==> config.mk <==
export PLATFORM = sky130hd
export DESIGN_NAME = tow_scorer
export DESIGN_NICKNAME = d
export VERILOG_FILES = /design/src/rtl/tow_pkg.sv /design/src/rtl/tow_score_decode.sv /design/src/rtl/tow_scorer.sv
export SDC_FILE = /design/constraint.sdc
export NUM_CORES = 1
export LEC_CHECK = 0
export ABC_CLOCK_PERIOD_IN_PS = 6000
export CORE_ASPECT_RATIO = 1.25
export CORE_UTILIZATION = 34
export DETAILED_ROUTE_END_ITERATION = 8
export SLEW_MARGIN = 10
export SYNTH_ARGS = -nofsm -noshare
export SYNTH_HDL_FRONTEND = slang
export SYNTH_HIERARCHICAL = 1
export SYNTH_SLANG_ARGS = --single-unit
==> constraint.sdc <==
create_clock -name clk -period 6 [get_ports clk]
set_clock_uncertainty 0.15 [all_clocks]
set_input_delay 1.5 -clock clk [delete_from_list [all_inputs] [get_ports clk]]
set_output_delay 1.5 -clock clk [all_outputs]
set_load 0.02 [all_outputs]
==> src/rtl/tow_pkg.sv <==
// Shared types and helpers for the tug-of-war scorer: round state, position
// arithmetic and the LED score pattern generator.
package tow_pkg;

    typedef enum logic [1:0] {
        PLAY  = 2'd0,
        WIN_L = 2'd1,
        WIN_R = 2'd2
    } tow_state_e;

    localparam int MAX_SCORE_W = 64;

    // Signed width that holds -steps..+steps.
    function automatic int pos_width(input int steps);
        return $clog2(steps + 1) + 1;
    endfunction

    // Boost tile index for a rope position: bit i <-> position i-steps.
    function automatic int pos_index(input int p, input int steps);
        return p + steps;
    endfunction

    // LED pattern, MSB = furthest-left; callers truncate to 2*steps+2 bits.
    function automatic logic [MAX_SCORE_W-1:0] score_pattern(input int steps,
                                                             input tow_state_e st,
                                                             input int p);
        logic [MAX_SCORE_W-1:0] pat;
        case (st)
            WIN_L:   pat = ((64'(1) << steps) - 64'(1)) << (steps + 2);
            WIN_R:   pat = (64'(1) << steps) - 64'(1);
            default: begin
                if (p == 0)     pat = 64'(3) << steps;
                else if (p < 0) pat = 64'(1) << (steps + 1 - p);
                else            pat = 64'(1) << (steps - p);
            end
        endcase
        return pat;
    endfunction

endpackage

==> src/rtl/tow_score_decode.sv <==
// Purely combinational decode of round state and rope position into the
// LED score vector.
module tow_score_decode
    import tow_pkg::*;
#(
    parameter  int STEPS   = 3,
    localparam int SCORE_W = 2*STEPS+2,
    localparam int PW      = pos_width(STEPS)
) (
    input  tow_state_e             state,
    input  logic signed [PW-1:0]   pos,
    output logic [SCORE_W-1:0]     score
);

    always_comb begin
        score = SCORE_W'(score_pattern(STEPS, state, int'(pos)));
    end

endmodule

==> src/rtl/tow_scorer.sv <==
// Tug-of-war scorer: rope position, optional boost tiles (TOW_BOOST_EN),
// best-of match game counters and held round wins.
module tow_scorer
    import tow_pkg::*;
#(
    parameter  int STEPS        = 3,
    parameter  int GAMES_TO_WIN = 3,
    localparam int SCORE_W      = 2*STEPS+2,
    localparam int GW           = $clog2(GAMES_TO_WIN+1),
    localparam int PW           = pos_width(STEPS),
    localparam int BW           = 2*STEPS+1
) (
    input  logic                  clk,
    input  logic                  rst,
    input  logic                  winrnd,
    input  logic                  right,
    input  logic                  leds_on,
    input  logic                  tie,
    input  logic                  next_round,
    input  logic [BW-1:0]         boost_in,
    output logic [SCORE_W-1:0]    score,
    output logic signed [PW-1:0]  pos,
    output logic [GW-1:0]         games_l,
    output logic [GW-1:0]         games_r,
    output logic                  round_won,
    output logic                  winner,
    output logic                  match_over
);

    localparam logic [GW-1:0] GMAX = GW'(GAMES_TO_WIN);

    tow_state_e           state_q, state_d;
    logic signed [PW-1:0] pos_q, pos_d;
    logic [GW-1:0]        games_l_q, games_l_d, games_r_q, games_r_d;
    logic                 round_won_q, round_won_d;
    logic                 winner_q, winner_d;
    logic                 mr;
    int                   step;
    int                   target;

`ifdef TOW_BOOST_EN
    localparam int IW = $clog2(BW);
    logic [BW-1:0] boost_q, boost_d;
    logic [IW-1:0] boost_idx;
    assign boost_idx = IW'(pos_index(int'(pos_q), STEPS));
`else
    logic boost_unused;
    assign boost_unused = ^boost_in;
`endif

    assign match_over = (state_q != PLAY) && (games_l_q == GMAX || games_r_q == GMAX);

    // NOTE: every comb output gets a default first so no path infers a latch.
    always_comb begin
        state_d     = state_q;
        pos_d       = pos_q;
        games_l_d   = games_l_q;
        games_r_d   = games_r_q;
        round_won_d = 1'b0;
        winner_d    = winner_q;
        mr          = (right & leds_on) | (~right & ~leds_on);
        step        = 1;
`ifdef TOW_BOOST_EN
        boost_d = boost_q;
        // Double move only for a proper push by a player at or behind neutral.
        if (leds_on && boost_q[boost_idx] && (mr ? (pos_q <= 0) : (pos_q >= 0)))
            step = 2;
`endif
        target = int'(pos_q) + (mr ? step : -step);

        case (state_q)
            PLAY: begin
`ifdef TOW_BOOST_EN
                if (pos_q == '0) boost_d = boost_in;
`endif
                if (winrnd && !tie) begin
                    if (target > STEPS) begin
                        state_d     = WIN_R;
                        games_r_d   = (games_r_q == GMAX) ? games_r_q : games_r_q + 1'b1;
                        round_won_d = 1'b1;
                        winner_d    = 1'b1;
                    end else if (target < -STEPS) begin
                        state_d     = WIN_L;
                        games_l_d   = (games_l_q == GMAX) ? games_l_q : games_l_q + 1'b1;
                        round_won_d = 1'b1;
                        winner_d    = 1'b0;
                    end else begin
                        pos_d = PW'(target);
                    end
                end
            end
            default: begin
                if (next_round) begin
                    state_d = PLAY;
                    pos_d   = '0;
`ifdef TOW_BOOST_EN
                    boost_d = boost_in;
`endif
                    if (match_over) begin
                        games_l_d = '0;
                        games_r_d = '0;
                    end
                end
            end
        endcase
    end

    // NOTE: state registers use non-blocking assignments only; reset is synchronous.
    always_ff @(posedge clk) begin
        if (rst) begin
            state_q     <= PLAY;
            pos_q       <= '0;
            games_l_q   <= '0;
            games_r_q   <= '0;
            round_won_q <= 1'b0;
            winner_q    <= 1'b0;
`ifdef TOW_BOOST_EN
            boost_q     <= '0;
`endif
        end else begin
            state_q     <= state_d;
            pos_q       <= pos_d;
            games_l_q   <= games_l_d;
            games_r_q   <= games_r_d;
            round_won_q <= round_won_d;
            winner_q    <= winner_d;
`ifdef TOW_BOOST_EN
            boost_q     <= boost_d;
`endif
        end
    end

    tow_score_decode #(.STEPS(STEPS)) u_decode (
        .state (state_q),
        .pos   (pos_q),
        .score (score)
    );

    assign pos       = pos_q;
    assign games_l   = games_l_q;
    assign games_r   = games_r_q;
    assign round_won = round_won_q;
    assign winner    = winner_q;

endmodule

[Word level (Yosys, flattened, before mapping)]
Index checks and enable logic that the tools add are counted.
Storage, ports and cells
  flip-flop bits (word level): 11
  logic and storage cells: 80
Operators by class
  $add $sub $neg: 5
  magnitude comparators: 3
  equal/unequal tests: 12
  shift-type cells: 2
  mux-type cells: 29
  bitwise logic cells: 7
  reduce and logical (&&, ||, !) cells: 16
Operator list (count)
  $shl A1 B32 Y8 const A: 2
  $add A3 B32 Y32: 1
  $gt A32 B3 Y1 const B: 1
  $logic_not A32 Y1: 1
  $lt A32 B3 Y1 const B: 1
  $mux W2: 16
  $mux W32: 1
  $mux W8: 2
  $pmux W8 S2: 1
  $mux W3: 5
  $ne A2 B2 Y1 const B: 7
  $reduce_bool A2 Y1: 4
  $eq A2 B2 Y1 const B: 3
  $reduce_and A3 Y1: 2
  $reduce_and A6 Y1: 1
  $reduce_and A5 Y1: 1
  $sub A4 B3 Y5 const A: 1
  $add A2 B1 Y2 const B: 2
  $mux W1: 4
  $not A1 Y1: 4
  $reduce_and A4 Y1: 1
  $sub A3 B3 Y4 const A: 1
  $lt A3 B1 Y1 const B: 1
  $ne A3 B3 Y1 const B: 1
  other kinds (8): 10

[Logic depth before layout (Yosys ltp)]
  depth in word-level cells: 10
  gate-level depth with buffers: 15
  depth with buffers taken out: 14

[Modules after synthesis]
Netlist, hierarchy kept.
Modules (own cells, without submodules)
  tow_scorer: instances 1, cells an instance 123, area an instance 1069.8 um^2, seq. area each 220.2 um^2
  tow_score_decode: instances 1, cells an instance 39, area an instance 240.2 um^2, seq. area each 0.0 um^2

[Worst setup path before layout]
Ideal clock, no wire load.
  path kind: in2reg
  start: input port right
  end: register pos_q[2] (netlist: pos[2])
  arrival time: 4.463 ns
  data required time: 5.778 ns
  path slack: 1.316 ns
  stages on the path: 13
  cell sequence: xor2_2 > buf_4 > xnor2_1 > ha_1 > nand2b_1 > ha_1 > nand2b_1 > ha_1 > or4_1 > nor4_2 > o311ai_2 > o22ai_4 > mux2i_1
Between the ends
  word-level cells in the longest chain between the ends: 9
RTL lines
  start: declaration: RTL line tow_scorer.sv:16  | input logic right,
  $not A1 Y1: RTL line tow_scorer.sv:61  | mr = (right & leds_on) | (~right & ~leds_on);
  $and A1 B1 Y1: RTL line tow_scorer.sv:61
  $or A1 B1 Y1 *: RTL line tow_scorer.sv:61
  $mux W32 *: RTL line tow_scorer.sv:69  | target = int'(pos_q) + (mr ? step : -step);
  $add A3 B32 Y32 *: RTL line tow_scorer.sv:69
  branches (longest 4 deep; another with $lt A32 B3 Y1)
  end signal: assignment: RTL line tow_scorer.sv:122  | pos_q <= pos_d;
  end: declaration: RTL line tow_scorer.sv:33  | logic signed [PW-1:0] pos_q, pos_d;
Mark *: on every way between the ends. The select of a mux whose other input is x is not followed.
A chain may end at the register's enable or synchronous reset.

[Worst setup path in the final report]
  start: input port leds_on
  end: register pos_q[0] (netlist: pos[0])
Between the ends
  word-level cells in the longest chain between the ends: 8
RTL lines
  start: declaration: RTL line tow_scorer.sv:17  | input logic leds_on,
  $not A1 Y1: RTL line tow_scorer.sv:61
  $and A1 B1 Y1: RTL line tow_scorer.sv:61
  $or A1 B1 Y1 *: RTL line tow_scorer.sv:61
  $mux W32 *: RTL line tow_scorer.sv:69
  $add A3 B32 Y32 *: RTL line tow_scorer.sv:69
  $lt A32 B3 Y1 or $gt A32 B3 Y1 (tied branches): RTL line tow_scorer.sv:82, tow_scorer.sv:77
  $ne A2 B2 Y1 (no line)
  $reduce_and A4 Y1 (no line) *
Every way passes the cells marked *; elsewhere a longest branch is shown, timed or not.

==> results.toml <==
[floorplan]
num_io_pins = 32
die-area_mm2 = 0.004107
fp.coreArea_mm2 = 0.003573
count_of_standard_cell_rows = 24
initial_core_util_pct = 36.66
die_h_um = 71.40
floorplan.die.width_um = 57.52

[critical_path]
worstPathRequired_ns = 6.02
worst-endpoint-arrival_ns = 5.10
path_cells = "clkdlybuf4s50_1, xor2_2, xor2_1, ha_1, a21o_1, ha_1, nand2b_1, ha_1, nand2b_1, ha_1, nand4b_1, or3_1, a221o_1, o22ai_4, mux2i_1"
critPathLaunchType = "input port"
crit_buf_inv = 1
longest_individual_stage_delay_on_the_worst_path_ns = 0.54
cp_max_fo = 6
cp_top_family = "adder cells"
path_common_cell = "sky130_fd_sc_hd__ha_1"
setup.worst_path.class = "input port to flop"
cpMaxStageDelayCell = "sky130_fd_sc_hd__clkdlybuf4s50_1"
worstSetupEndpointType = "flop"

[clocking]
number_of_resized_instances_in_the_post_cts_repair_step = 0
h-tree-depth = 1
clkTransAtPathRegs_ns = 0.05
clk_root_buffer_cell = "sky130_fd_sc_hd__clkbuf_8"
cts_hold_repair.buffers = 0
cts_setup_buffers = 0
cts_buffer_depth = 2
cts_buf_count = 3
tritoncts = "yes"
clk_latency_ns = 0.24
clock_sink_count = 11

[yosys]
postSynthCellCount = 162
synth-main-ff-cell = "sky130_fd_sc_hd__dfxtp_1"
most_frequent_cells_after_synthesis = "sky130_fd_sc_hd__nand2_1 (20), sky130_fd_sc_hd__ha_1 (16), sky130_fd_sc_hd__dfxtp_1 (11)"
synthesis.area_mm2 = 0.001310
yosysMostFrequentCell = "sky130_fd_sc_hd__nand2_1"
synth.yosys.warnings = 6
syn-mean-instance-area_um2 = 8.086
ffs_w_async_s_r_synth_pct = 0
netlist-cell-type-count = 51
syn_nets = 192
number_of_enable_type_register_cells_in_the_synthesized_netlist = 0
yosysTopAreaCell = "sky130_fd_sc_hd__dfxtp_1"
synth_top_cells_by_area = "sky130_fd_sc_hd__dfxtp_1 (17%), sky130_fd_sc_hd__ha_1 (15%), sky130_fd_sc_hd__mux2i_1 (6.1%)"
sequential_area_share_after_synthesis_pct = 16.81
synthDominantCellAreaShare_pct = 16.81
synth-seq-cells = 11

[cells_and_area]
fin_util_pct = 45.48
final_net_count = 216
final_layout_size_suffix_gt1_share_pct = 8.108
antenna_cells = 0
finalNonFillerCells = 224
final_design_area_no_fill_mm2 = 0.001625
fill_cells = 362
area_delta_synth_final_pct = 24.07

[sta]
max_slew.worst_pin.slew_ns = 0.7821
totalNegativeSetupSlack_ns = 0
layout_worst_path_cycle_share_pct = 84.64
timing.fmax_ghz = 0.1969
rsz0062_at_grt = "false"
timing.slew.headroom_pct = 47.46
timing.final.crit_period_ns = 5.078
report.final.setup_viol = 0
finalMaxSlewViolations = 0
finalWorstSetupSlack_ns = 0.9218
timing_hold_violations_final = 0

[flow_run]
drv_cap = 0

[placed_design]
post-place-cells = 220
dp_slack_ns = 0.6790
detailed_place.area_mm2 = 0.001580
detailed_place_hpwl_um = 2372
place_congestion = 0.8451
place.port_buffers = 24

[power]
vdd_drop_max_mv = 0.1066
total_power_per_unit_cell_area_mw_per_mm2 = 136.3
power_leakage_uw = 0.0006551

[status]
status = "finished, violations left"
violations = "DRC"

[grt]
groute.usage.overall_pct = 15.38
grt_first_pass_wirelength_um = 5078
grt_start_max_net_pins = 23
grt_antenna_before_repair = 0
aggregate_global_routing_overflow = 0
first_global_vias = 1217

[route]
route.detailed.drc = 2
ant_nets = 0
dr_pass1_iterations = 6
route.detailed.wl_per_inst_um = 13.30
finalWirelength_um = 2979
detailroute.via_count = 1255
initialDrtViolationCount = 26
routed_via_density = 5.603

[hold_path]
worstHoldPathType = "flop to flop"
[cells by family (layout without fill, tap and decap cells)]
| kind of cell | count (synthesis) | count (layout) | synth area share, % |
|---|---|---|---|
| and+or+nand+nor | 69 | 69 | 29.51 |
| adders and majority gates | 16 | 16 | 15.28 |
| AOI/OAI and AO/OA | 38 | 38 | 22.73 |
| DFF | 11 | 11 | 16.81 |
| buffers and inverters | 16 | 39 | 5.157 |
| xor gates and xnor gates | 4 | 4 | 4.394 |
| muxes | 8 | 8 | 6.113 |
[area by class of cell]
type                       instances  area (um2)  share of cell area [%]
clock buffer                       4       45.04                   2.771
inverter                           9       33.78                   2.079
multi-input combinational        135        1022                   62.89
sequential                        11       220.2                   13.55
tap                               39       48.80                   3.002
timing repair buffer              26       255.2                   15.70
[final timing paths]
kind,start,slack [ns],cells after the start,to
setup / recovery,leds_on,0.92,15,pos[0]$_SDFFE_PP0P_
hold / removal,games_r[1]$_SDFFE_PP0P_,0.33,2,games_r[1]$_SDFFE_PP0P_
setup reg to reg,pos[2]$_SDFFE_PP0P_,2.07,12,state_q[1]$_SDFFE_PP0P_
hold reg to reg,games_r[1]$_SDFFE_PP0P_,0.33,2,games_r[1]$_SDFFE_PP0P_
[report_power, final]
group / internal (uW) / leakage [uW] / switching, uW
combinational: 30.6 / 0.000543 / 36.4
clock: 46.8 / 0.0000228 / 29.5
sequential: 75.7 / 0.0000893 / 2.58
total: 153 / 0.000655 / 68.4
[placed cells by master (no fill, tap or decap), types with 2 or more instances in the layout]
cell type / count
sky130_fd_sc_hd__clkdlybuf4s50_1: 24
sky130_fd_sc_hd__a21oi_1: 7
sky130_fd_sc_hd__nand2_1: 20
sky130_fd_sc_hd__nand4_1: 2
sky130_fd_sc_hd__inv_1: 9
sky130_fd_sc_hd__ha_1: 16
sky130_fd_sc_hd__mux2i_1: 8
sky130_fd_sc_hd__nor2_1: 10
sky130_fd_sc_hd__nor4_2: 2
sky130_fd_sc_hd__or3_1: 3
sky130_fd_sc_hd__a32oi_1: 2
sky130_fd_sc_hd__nor2b_1: 5
sky130_fd_sc_hd__nand3_1: 3
sky130_fd_sc_hd__nand2b_1: 9
sky130_fd_sc_hd__buf_4: 2
sky130_fd_sc_hd__a31oi_1: 2
sky130_fd_sc_hd__o21ai_0: 9
sky130_fd_sc_hd__or2b_1: 2
sky130_fd_sc_hd__nor3_1: 5
sky130_fd_sc_hd__dfxtp_1: 11
sky130_fd_sc_hd__clkbuf_8: 3
[worst min-delay path: stages (launching register included)]
cell and delay, ns:
sky130_fd_sc_hd__dfxtp_1 0.32, sky130_fd_sc_hd__nand2_1 0.06, sky130_fd_sc_hd__mux2i_1 0.05
[through the flow]
step                      hold slack, ns  power (uW)
after floorplan                   0.3516       122.6
after global placement            0.3187       144.2
after detailed placement          0.3265       146.8
after CTS                         0.3350       223.4
after global routing              0.3642       233.9
final                             0.3305       221.5
[per-layer routing]
layer | routed length, um | global-route usage (%) | vias to the layer above | part of all wire (%)
met4 | 51 | 5.420 | 0 | 1.7
met5 | 0 | 0 | - | 0
met3 | 181 | 2.708 | 6 | 6.1
met2 | 1446 | 27.00 | 38 | 49
met1 | 1299 | 18.60 | 571 | 44
li1 | - | - | 640 | -
[sequential cells by signal, summed over array words and instances, names as in the netlist]
signal and flops:
pos 3, games_l 2, games_r 2, state_q 2, round_won 1, winner 1
(Power assumes the default switching activity.)
